[config.mk]
export PLATFORM = sky130hd
export DESIGN_NAME = con_ff_unit
export DESIGN_NICKNAME = d
export VERILOG_FILES = /design/src/rtl/con_ff_unit.sv
export SDC_FILE = /design/constraint.sdc
export NUM_CORES = 1
export LEC_CHECK = 0
export ABC_CLOCK_PERIOD_IN_PS = 1610
export CAP_MARGIN = 40
export CORE_ASPECT_RATIO = 0.6
export CORE_UTILIZATION = 42
export DETAILED_ROUTE_END_ITERATION = 6
export GPL_TIMING_DRIVEN = 0
export PLACE_DENSITY = 0.82
export SYNTH_ARGS = -nofsm -noshare
export SYNTH_HDL_FRONTEND = slang
export SYNTH_SLANG_ARGS = --single-unit
[constraint.sdc]
create_clock -name clock -period 1.61 [get_ports clock]
set_input_delay 0.322 -clock clock [delete_from_list [all_inputs] [get_ports clock]]
set_output_delay 0.322 -clock clock [all_outputs]
set_load 0.03 [all_outputs]
[src/rtl/con_ff_unit.sv]
// CON FF branch-condition unit: captures operand and condition on ConIn, resolves the branch
// decision one cycle later and holds it until acknowledged. Define CON_FF_STATS_EN for counters.
module con_ff_unit #(
    parameter int unsigned DATA_WIDTH = 32,
    parameter int unsigned IR_WIDTH   = 32,
    parameter int unsigned COND_LSB   = 19,
    parameter int unsigned COND_BITS  = 3,
    parameter int unsigned STAT_WIDTH = 16
) (
    input  logic                  clock,
    input  logic                  clear,
    input  logic                  ConIn,
    input  logic [DATA_WIDTH-1:0] BusMuxIn,
    input  logic [IR_WIDTH-1:0]   IR,
    input  logic                  branch_ack,
    output logic                  branch,
    output logic                  branch_valid,
    output logic                  busy
`ifdef CON_FF_STATS_EN
    ,
    output logic [STAT_WIDTH-1:0] taken_count,
    output logic [STAT_WIDTH-1:0] eval_count
`endif
);

    if (!(COND_BITS == 2 || COND_BITS == 3)) begin : gen_bad_cond_bits
        $error("con_ff_unit: COND_BITS must be 2 or 3");
    end
    if (STAT_WIDTH == 0 || COND_LSB + COND_BITS > IR_WIDTH || DATA_WIDTH == 0) begin : gen_bad_widths
        $error("con_ff_unit: illegal width parameters");
    end

    typedef enum logic [1:0] {Idle, Eval, Hold} state_e;

    state_e                state;
    logic [DATA_WIDTH-1:0] opReg;
    logic [COND_BITS-1:0]  condReg;
    logic [2:0]            condExt;
    logic                  isZero;
    logic                  isNeg;
    logic                  decision;

    // Only the condition field of IR matters; reduce the rest so it is visibly consumed.
    logic unusedIr;
    assign unusedIr = ^IR;

    always_comb begin
        condExt  = 3'(condReg);
        isZero   = ~|opReg;
        isNeg    = opReg[DATA_WIDTH-1];
        decision = 1'b0;
        case (condExt)
            3'b000:  decision = isZero;
            3'b001:  decision = !isZero;
            3'b010:  decision = !isNeg;
            3'b011:  decision = isNeg;
            3'b100:  decision = !isNeg && !isZero;
            3'b101:  decision = isNeg || isZero;
            3'b110:  decision = 1'b1;
            default: decision = 1'b0;
        endcase
    end

    always_ff @(posedge clock or posedge clear) begin
        if (clear) begin
            state        <= Idle;
            opReg        <= '0;
            condReg      <= '0;
            branch       <= 1'b0;
            branch_valid <= 1'b0;
            busy         <= 1'b0;
`ifdef CON_FF_STATS_EN
            taken_count  <= '0;
            eval_count   <= '0;
`endif
        end else begin
            case (state)
                Idle: begin
                    if (ConIn) begin
                        opReg   <= BusMuxIn;
                        condReg <= IR[COND_LSB +: COND_BITS];
                        state   <= Eval;
                        busy    <= 1'b1;
                    end
                end
                Eval: begin
                    branch       <= decision;
                    branch_valid <= 1'b1;
                    state        <= Hold;
`ifdef CON_FF_STATS_EN
                    eval_count   <= eval_count + 1'b1;
                    if (decision) taken_count <= taken_count + 1'b1;
`endif
                end
                Hold: begin
                    // ConIn arriving with the ack is dropped, not queued.
                    if (branch_ack) begin
                        branch_valid <= 1'b0;
                        busy         <= 1'b0;
                        state        <= Idle;
                    end
                end
                default: begin
                    branch_valid <= 1'b0;
                    busy         <= 1'b0;
                    state        <= Idle;
                end
            endcase
        end
    end

endmodule

## Word level (Yosys, flattened, before mapping)

Cells that the tools add are included.

- Shift-type cells: 0
- Add/subtract/negate cells: 0
- Reductions and logical operators: 11
- Eq/ne operators: 10
- Bitwise operators: 2
- $lt $le $gt $ge: 0
- Mux-type cells: 8
- Multiply operators: 0
- Div/mod/pow operators: 0

Operator list:

| cell | number |
|---|---|
| $reduce_or A32 Y1 | 1 |
| $eq A3 B3 Y1 const B | 3 |
| $pmux W1 S7 | 1 |
| $eq A3 B2 Y1 const B | 2 |
| $pmux W1 S3 | 2 |
| $pmux W2 S3 | 1 |
| $reduce_and A2 Y1 | 3 |
| $mux W2 | 2 |
| $ne A2 B2 Y1 const B | 2 |
| $eq A3 B1 Y1 const B | 1 |
| $logic_not A3 Y1 | 1 |
| $reduce_and A3 Y1 | 1 |
| $eq A2 B1 Y1 const B | 1 |
| $eq A2 B2 Y1 const B | 1 |
| $logic_not A1 Y1 | 2 |
| $logic_not A2 Y1 | 1 |
| $mux W1 | 2 |
| $not A1 Y1 | 2 |
| $logic_and A1 B1 Y1 | 1 |
| $logic_or A1 B1 Y1 | 1 |

- Output and inout bits: 3
- Latch bits: 0
- Word-level logic and storage cells: 37
- Memory bits (writable): 0
- Memories kept: 0
- Memory bits (read-only): 0
- Flip-flop bits (word level): 40

## Longest topological paths before layout

Gate-level depths: netlist of the first run.

- Depth after elaboration: 4
- Gate-level depth with buffers: 4
- Depth with buffers taken out: 4

## Worst setup path before layout of the first run

No wires, ideal clock.

- Path type: reg-to-reg
- Start: reg opReg[19]
- End: reg branch
- Library setup time: 131 ps
- Path buffers: 0
- Period minus slack after synthesis: 1416 ps
- Cell stages (with the launch flop): 5
- Setup slack: 194 ps
- Data arrival time: 1285 ps
- Cell sequence: dfrtp_1 nor4_2 nand4_1 o211a_1 or3_1

- Cells in the longest elaborated chain, start to end: 4
- Elaborated cells between the ends (all ways): 5
- Those cells by class: 1 x mux; 4 x reduce/logical

Ends and longest elaborated chain:

| element | line | RTL |
|---|---|---|
| start: declaration | 36 | `logic [DATA_WIDTH-1:0] opReg;` |
| start signal: assignment | 80 | `opReg <= BusMuxIn;` |
| $reduce_or A32 Y1 * | 49 | `isZero = ~\|opReg;` |
| $logic_not A1 Y1 | 49 |  |
| $logic_or A1 B1 Y1 | 58 | `3'b101: decision = isNeg \|\| isZero;` |
| $pmux W1 S7 * | 52 | `case (condExt)` |
| end signal: assignment | 87 | `branch <= decision;` |
| end: declaration | 16 | `output logic branch,` |

Every way passes the cells marked *; elsewhere a longest branch is shown, timed or not.
A chain may end at the register's enable or synchronous reset.

## Final worst setup path of the first run

- Start: reg opReg[25]
- End: reg branch

Same word-level chain as after synthesis.

==> impl_results.md, run 1 <==
* Longest Clk Path Bufs at 2
* Syn avg cell area at 14.6 um^2
* First drt pass iteration count at 4
* Final Hold Fails at 0
* Fin util at 62.2%
* Initial antenna violation count at 0
* Max Clk Rate at 644 MHz
* Horiz. Die Dim at 83.3 um
* Total track usage at 17.4%
* Total clock sinks at 40
* Maximum vdd drop at 0.897 mV
* Synth top area share at 60.1%
* Library cells used by synthesis at 23
* Ant. Diodes at 0
* Die ar. at 4230 um^2
* WS Path Type: register to register
* Filler cell count in the final layout at 283
* Max-slew violations at 0
* Synth Instances at 114
* Core box area at 3720 um^2
* Number of H-tree levels at 2
* Required @ worst endpoint at 1.78 ns
* Drt drc at 0
* Nets at 235
* Yosys top cell by area: dfrtp_1
* CTS Hold Bufs at 0
* IO Count at 71
* Number of vias per cell at 5.20
* DR iter-0 viols at 64
* P&R area growth vs syn at 38.9%
* Largest net degree at the start of global routing at 41
* Sequential share of the synthesized area at 60.1%
* Setup crit end kind: register
* Unrepaired setup endpoints after global routing: yes
* WL/cell at 15.7 um
* First-pass GRT wire length at 5420 um
* TritonCTS Buffers at 5
* Row count at 17
* Post-route cell area at 2310 um^2
* Max transition margin at 46.5%
* Pwr Density at 1680 nW/um^2
* Grt ovf at 0
* Placer congestion estimate at 0.732
* Crit-path max FO at 2
* Vias at 1,117
* Total power draw at 3.90 mW
* Root buf cell: clkbuf_8
* Top cells by count, synth: 40 x dfrtp_1, 35 x mux2_2, 5 x nor4_1
* Layout cell share with drive strength beyond 1 at 36.3%
* Chip height at 50.8 um
* Final WL at 3370 um
* Crit path time final at 1.55 ns
* R2R setup slack at 0.06 ns
* Initial core utilization at 44.7%
* Area after DPL at 2130 um^2
* Prevailing post-synth register cell: dfrtp_1
* Worst slew pin tran at 0.802 ns
* Vias in the first global route at 1,217
* Count leader, synth: dfrtp_1
* Clk_skew at 0.00540 ns
* Number of synthesized flops with an enable pin at 0
* Outcome: complete, no violations
* Clk Latency, worst-skew pair at 0.29 ns
* Top cells by area in the synthesized netlist: dfrtp_1 60%, mux2_2 24%, nor4_2 3.0%
* Critical Path Source Type: register
* Worst Reg2Reg Path Length in Cells at 4
* Tcrit/Tclk final at 96.4%
* Reg clk slew, reported paths at 0.08 ns
* Post-synth ARST share at 100%
* P_leak at 0.952 nW
* Post-DP HPWL at 2380 um
* Final setup viols at 0
* Worst Hold Class: input port to async pin
* Mapped Area at 1670 um^2
* Seq cells post-synth at 40
* Mapped Nets at 182
* CTS tree: built
* Yosys warning total at 0
* Port Buf Inserts at 41
* Worst hold slack at 0.499 ns
* Arrival time at the worst endpoint at 1.72 ns
* Max_cap viols at 0
* Detail Route Antenna Nets at 0
logic make-up (layout without fill, tap and decap cells):
kind of cell	count (synthesis)	in the layout	share of synthesized area [%]
mux	35	35	23.7
simple gates	22	22	9.39
buf+inv	7	61	2.33
flops	40	40	60.1
compound gates	9	9	3.98
xor+xnor	1	1	0.526
sequential cells by signal, summed over array words and instances, names as in the netlist:
name          flops
branch            1
branch_valid      1
busy              1
condExt           3
opReg            32
state             2
critical path, stage by stage (launching register included):
cell     delay [ns]
dfrtp_1        0.41
nor4_4         0.32
nand4_1        0.17
o211a_1        0.25
or3_1          0.29
placed cells by master, fill, tap and decap left out:
cell type | netlist | routed
xnor2_1 | 1 | 1
a22o_1 | 1 | 1
a31oi_1 | 1 | 1
nor4_2 | 4 | 4
clkbuf_8 | 0 | 6
nor4_4 | 0 | 3
dlygate4sd2_1 | 0 | 3
o22ai_1 | 1 | 1
clkinv_2 | 0 | 2
o22a_1 | 1 | 1
inv_2 | 0 | 1
nand4_1 | 2 | 2
clkdlybuf4s50_1 | 0 | 38
a2bb2oi_1 | 1 | 1
nor2_1 | 4 | 4
dfrtp_1 | 40 | 40
buf_4 | 3 | 9
o21ai_0 | 2 | 2
or3_1 | 1 | 1
nor3b_2 | 0 | 1
nor2b_1 | 2 | 2
a21o_1 | 1 | 1
o211a_1 | 1 | 1
and3b_1 | 2 | 2
nor4_1 | 5 | 2
mux2_2 | 35 | 35
inv_1 | 3 | 2
nand2_1 | 1 | 1
area by class of cell:
| type | count | area (um^2) | area share (%) |
|---|---|---|---|
| clock buffers | 6 | 82.6 | 3.57 |
| clock inverters | 2 | 10.0 | 0.433 |
| plain buffers | 4 | 30.0 | 1.30 |
| multi-input cells | 67 | 676 | 29.2 |
| well taps | 47 | 58.8 | 2.54 |
| inverters | 3 | 11.3 | 0.487 |
| flip-flops and latches | 40 | 1000 | 43.3 |
| repair buffers | 46 | 444 | 19.2 |
power by group:
| part | total, mW | switching [mW] | internal, mW |
|---|---|---|---|
| sequential | 1.98 | 0.463 | 1.51 |
| combinational | 1.25 | 0.467 | 0.778 |
| clock | 0.674 | 0.333 | 0.342 |
per-stage QoR:
step	TNS [ns]	cells	worst slack, ns
after floorplan	0	114	0.194
after global placement	-23.57	202	-0.376
after detailed placement	-8.78	202	-0.300
after CTS	0	210	0.00144
after global routing	-0.0159	215	-0.0159
final	0	215	0.0579
metal layers:
layer	track usage (%)	vias up	wire (um)
met3	6.25	7	191
met5	0	-	0
met2	27.6	35	1650
met4	8.91	0	50
li1	-	520	-
met1	21.3	555	1480
what timing repair did:
action | 4_1_cts | 5_1_grt
buffers inserted | 0 | 5
resized for setup | 5 | 6
pin swaps | 0 | 5
endpoints found under the setup margin | 8 | 30
gates cloned | 0 | 0
path summary, 6_finish.rpt:
check                                         start                        to
min reg2reg                branch_valid$_DFFE_PP0P_  branch_valid$_DFFE_PP0P_
max in group asynchronous                     clear     opReg[27]$_DFFE_PP0P_
min                                           clear      opReg[4]$_DFFE_PP0P_
max reg2reg                   opReg[25]$_DFFE_PP0P_        branch$_DFFE_PP0P_
min in group clock         branch_valid$_DFFE_PP0P_  branch_valid$_DFFE_PP0P_
max                           opReg[25]$_DFFE_PP0P_        branch$_DFFE_PP0P_
Note: power is estimated with default switching activity, not from simulation.
==> inputs of run 2 (changes only) <==
--- a/config.mk
+++ b/config.mk
@@ -6,7 +6,7 @@
 export NUM_CORES = 1
 export LEC_CHECK = 0
 export ABC_CLOCK_PERIOD_IN_PS = 1610
-export CAP_MARGIN = 40
+export CAP_MARGIN = 25
 export CORE_ASPECT_RATIO = 0.6
 export CORE_UTILIZATION = 42
 export DETAILED_ROUTE_END_ITERATION = 6
==> results of run 2 <==
Final layout, timing and power as in run 1 (identical DEF).
